### config.mk
export PLATFORM = sky130hd
export DESIGN_NAME = round_key_store
export DESIGN_NICKNAME = d
export VERILOG_FILES = /design/src/rtl/round_key_store.sv
export SDC_FILE = /design/constraint.sdc
export NUM_CORES = 2
export LEC_CHECK = 0
export ABC_AREA = 1
export ABC_CLOCK_PERIOD_IN_PS = 2400
export CORE_MARGIN = 3
export CORE_UTILIZATION = 35
export DETAILED_ROUTE_END_ITERATION = 7
export HOLD_SLACK_MARGIN = 0.12
export PLACE_DENSITY = 0.5
export SYNTH_ARGS = -nofsm -noshare
export SYNTH_HDL_FRONTEND = slang
export SYNTH_SLANG_ARGS = --single-unit
### constraint.sdc
create_clock -name clk -period 2.4 [get_ports clk]
set_clock_uncertainty 0.15 [all_clocks]
set_input_delay 0.72 -clock clk [delete_from_list [all_inputs] [get_ports clk]]
set_output_delay 0.72 -clock clk [all_outputs]
set_load 0.03 [all_outputs]
### src/rtl/round_key_store.sv
// AES-128 round key expansion controller and 11 x 128-bit round key store with a registered read port.
// Optional ROUND_KEY_STORE_ZEROIZE_EN adds a zeroize input that wipes the store and aborts expansion.
module round_key_store #(
    parameter int KS_LATENCY = 8
) (
    input  logic         clk,
    input  logic         rst_n,
    input  logic         start,
    input  logic [0:127] key_in,
    output logic         busy,
    output logic         done,
    output logic         ks_load,
    output logic [0:127] ks_keyin,
    output logic [0:3]   ks_round_no,
    input  logic [0:127] ks_keyout,
    input  logic         rd_en,
    input  logic [0:3]   rd_addr,
    output logic [0:127] rd_key,
    output logic         rd_valid
`ifdef ROUND_KEY_STORE_ZEROIZE_EN
    ,
    input  logic         zeroize
`endif
);

    localparam logic [2:0] IDLE    = 3'd0;
    localparam logic [2:0] LOAD    = 3'd1;
    localparam logic [2:0] WAIT    = 3'd2;
    localparam logic [2:0] CAPTURE = 3'd3;
    localparam logic [2:0] DONE    = 3'd4;

    localparam logic [3:0] LAT_LAST  = 4'(KS_LATENCY - 1);
    localparam logic [3:0] LAST_ROUND = 4'd9;

    logic [2:0]   state;
    logic [3:0]   round_q;
    logic [3:0]   wait_cnt;
    logic [3:0]   valid_cnt;
    logic [0:127] keys [0:10];

    assign busy = (state == LOAD) || (state == WAIT) || (state == CAPTURE);
    assign done = (state == DONE);

    // ks_* are only updated on the edge that enters LOAD, so they stay stable through WAIT.
    always_ff @(posedge clk or negedge rst_n) begin
        if (!rst_n) begin
            state       <= IDLE;
            round_q     <= 4'd0;
            wait_cnt    <= 4'd0;
            valid_cnt   <= 4'd0;
            ks_load     <= 1'b0;
            ks_keyin    <= '0;
            ks_round_no <= 4'd0;
            for (int i = 0; i < 11; i++) keys[i] <= '0;
        end
`ifdef ROUND_KEY_STORE_ZEROIZE_EN
        else if (zeroize) begin
            state     <= IDLE;
            round_q   <= 4'd0;
            wait_cnt  <= 4'd0;
            valid_cnt <= 4'd0;
            ks_load   <= 1'b0;
            for (int i = 0; i < 11; i++) keys[i] <= '0;
        end
`endif
        else begin
            case (state)
                IDLE: begin
                    if (start) begin
                        keys[0]     <= key_in;
                        valid_cnt   <= 4'd1;
                        round_q     <= 4'd0;
                        ks_load     <= 1'b1;
                        ks_keyin    <= key_in;
                        ks_round_no <= 4'd0;
                        state       <= LOAD;
                    end
                end
                LOAD: begin
                    ks_load  <= 1'b0;
                    wait_cnt <= 4'd0;
                    state    <= WAIT;
                end
                WAIT: begin
                    if (wait_cnt == LAT_LAST) state <= CAPTURE;
                    else                      wait_cnt <= wait_cnt + 4'd1;
                end
                CAPTURE: begin
                    keys[round_q + 4'd1] <= ks_keyout;
                    valid_cnt            <= valid_cnt + 4'd1;
                    if (round_q == LAST_ROUND) begin
                        state <= DONE;
                    end else begin
                        round_q     <= round_q + 4'd1;
                        ks_load     <= 1'b1;
                        ks_keyin    <= ks_keyout;
                        ks_round_no <= round_q + 4'd1;
                        state       <= LOAD;
                    end
                end
                DONE:    state <= IDLE;
                default: state <= IDLE;
            endcase
        end
    end

    // Read sees the pre-edge store and valid count, so a same-cycle write returns old data.
    always_ff @(posedge clk or negedge rst_n) begin
        if (!rst_n) begin
            rd_key   <= '0;
            rd_valid <= 1'b0;
        end else if (rd_en) begin
            if (rd_addr < valid_cnt) begin
                rd_key   <= keys[rd_addr];
                rd_valid <= 1'b1;
            end else begin
                rd_key   <= '0;
                rd_valid <= 1'b0;
            end
        end else begin
            rd_valid <= 1'b0;
        end
    end

endmodule

==> impl_metrics.py <==
metrics = {
    "timing": {
        "relSlewSlack": 0.590,
        "setup_viol": 2,
        "slew_viol_final": 0,
        "period_needed_ns": 2.83,
        "tns_ns": -0.773,
        "rsz0062_at_grt": "yes",
        "worst_slew_pin_slew_ns": 0.615,
        "finalCritPeriodShare": 1.18,
        "max_freq_ghz": 0.353,
        "hold_violations": 0,
        "fin_ws_ns": -0.430,
    },
    "placed_design": {
        "place_ws_ns": -0.166,
        "dp_hpwl_um": 168000,
        "gp_congestion": 0.799,
        "portBuffers": 527,
    },
    "logic_synthesis": {
        "synth_top_cell_area_share": 0.546,
        "synth_edf_count": 0,
        "synthTopCellsByArea": "dfrtp_1 55%, nand2_1 18%, o21ai_0 9.7%",
        "avgSynthCellArea_um2": 7.93,
        "yosysSeqAreaShare": 0.546,
        "ys_ff_latch": 1681,
        "yosys_warnings": 0,
        "yosysTopAreaCell": "dfrtp_1",
        "syn_inst": 9711,
        "yosysUniqueCellTypes": 33,
        "synth_ff_type": "dfrtp_1",
        "syn-num-nets": 9986,
        "syn-cell-area_um2": 77000,
        "async_flop_share": 1.00,
        "synthTopCellsByCount": "3734 x nand2_1, 1681 x dfrtp_1, 1489 x o21ai_0",
        "yosysMostFrequentCell": "nand2_1",
    },
    "global_route": {
        "antenna_found_initial": 4,
        "grt_max_degree": 93,
        "grt_pass1_wl_um": 415000,
        "met1_usage": 0.319,
        "met2_usage": 0.398,
        "track_usage": 0.236,
        "busiest_layer": "met2",
        "overflow": 0,
        "first_global_vias": 66600,
        "grtUsageMet3": 0.0328,
    },
    "finish": {
        "area_growth_pct": 21.8,
        "fin_nets": 10400,
        "drive_gt1_frac": 0.102,
        "multi_input_area_um2": 30700,
        "regArea_um2": 42100,
        "fill_cells": 21900,
    },
    "critical_path": {
        "reg2reg_to": "keys[1312]",
        "crit_start": "state[0]",
        "crit_required_ns": 1.53,
        "slowest_stage": "dfrtp_2",
        "cp-endpoint": "busy",
        "crit_chain": "nand3_4, inv_12, or2_4, buf_12",
        "reg2reg_from": "round_q[0]",
        "critPathTopFamily": "flip-flops",
        "cp_num_buf_inv": 2,
        "path_class": "reg2out",
        "critPathArrivalTime_ns": 1.96,
        "max_stage_delay_ns": 0.47,
        "end_kind": "output pin",
        "cp-start-kind": "register",
        "critPathMaxFanout": 5,
        "rr_worst_depth": 10,
        "cp_num_cells": 4,
        "r2r_slack_ns": 0.05,
    },
    "cts": {
        "root_buffer": "clkbuf_16",
        "clk_path_buf_depth": 3,
        "clkTransAtPathRegs_ns": 0.06,
        "cts_sinks": 1681,
        "htree_levels": 4,
        "clk_latency_ns": 0.83,
        "cts_inserted_buffers": 191,
        "cts_tree": "built",
    },
    "power": {
        "ir_worst_vdd_mv": 0.830,
        "power.density_nw_per_um2": 1140,
        "p_leak_nw": 47.0,
    },
    "die": {
        "core_area_um2": 218000,
        "die_area_um2": 226000,
        "dieWidth_um": 475,
        "ioPinCount": 528,
        "fp-row-count": 171,
        "start_util": 0.353,
        "die_h_um": 475,
    },
    "routing": {
        "ant_nets": 0,
        "drtIter0Drc": 5513,
        "wire_per_inst_um": 20.6,
        "dr.pass1.iters": 6,
        "vias": 67600,
        "viasPerCell": 5.17,
        "drc": 0,
        "routed_wl_um": 269000,
    },
    "outcome": {
        "violations": "setup timing",
        "status": "complete, but fails checks",
    },
    "hold_path": {
        "hold_path_class": "in2async",
    },
    "job": {
        "drv_cap": 0,
    },
}
timing repair:
item / 4_1_cts / 5_1_grt
setup buffers: 9 / 7
cloned: 0 / 3
gates resized for setup: 1468 / 20
endpoints found under the setup margin: 274 / 86
hold buffers: 1 / 0
pin swaps: 1 / 3
endpoints found under the hold margin: 406 / 0
where the power goes:
group | switching (mW) | internal (mW)
clock network | 12.2 | 17.1
logic | 20.9 | 12.3
registers | 5.93 | 38.6
placed cells by master, fill, tap and decap left out, drive strengths merged:
cell,instances
clkbuf,301
nand2,3740
nor3,2
xnor2,2
clkinvlp,3
o21ai,1674
a21oi,6
nand4,1
xor2,1
mux2i,1
ha,11
o211ai,1
o31ai,1
bufinv,4
o22ai,2
clkinv,33
clkdlybuf4s50,258
or2,1
diode,2
buf,654
nor2,273
inv,295
o21bai,128
nand3,1161
dlygate4sd3,1
o21a,1
dfrtp,1681
kinds of logic (layout without fill, tap and decap cells):
group,Yosys count,after routing,synth area share
flops,1681,1681,0.546
mux,1,1,0.000130
fa+ha+maj,11,11,0.00179
simple gates,5178,5178,0.272
xor+xnor,3,3,0.000439
buf+inv,1024,1549,0.0576
other cells,0,2,0
compound gates,1813,1813,0.122
metrics by stage:
stage	total power [mW]	cells	util	area, um^2	hold slack (ns)
after floorplan	64.7	9711	-	77000	0.274
after global placement	78.1	12700	0.404	88100	0.310
after detailed placement	79.0	12700	0.404	88100	0.314
after CTS	108	13100	0.430	93600	0.207
after global routing	115	13100	0.430	93800	0.262
final	107	13100	0.430	93800	0.277
per-layer routing:
metal / vias up / part of all wire
met1: 33200 / 0.44
met3: 340 / 0.053
met4: 0 / 0.025
li1: 32300 / -
met5: - / 0
met2: 1838 / 0.48
registers in the layout (all words and copies together) (netlist names):
signal,count
keys,1408
ks_keyin,128
rd_key,128
round_q,4
valid_cnt,4
wait_cnt,4
state,3
ks_load,1
rd_valid,1
layout make-up:
class	instances	share of cell area
clock inverter	43	0.00452
antenna	2	0.0000533
inverter	292	0.0122
multi-input combinational	7006	0.327
clock buffer	298	0.0622
sequential	1681	0.449
tap	2854	0.0381
timing repair buffer	916	0.107
how the worst min path moves through the flow:
| stage | cells after the start | endpoint | start | slack, ns |
|---|---|---|---|---|
| detailed placement | 2 | ks_keyin[87] | ks_keyin[87] | 0.31 |
| finish | 2 | keys[371] | rst_n | 0.28 |
| floorplan | 0 | keys[0] | rst_n | 0.27 |
| CTS | 2 | keys[371] | rst_n | 0.21 |
| global placement | 2 | keys[359] | keys[359] | 0.31 |
| global route | 2 | keys[371] | rst_n | 0.26 |
(Power assumes the default switching activity.)
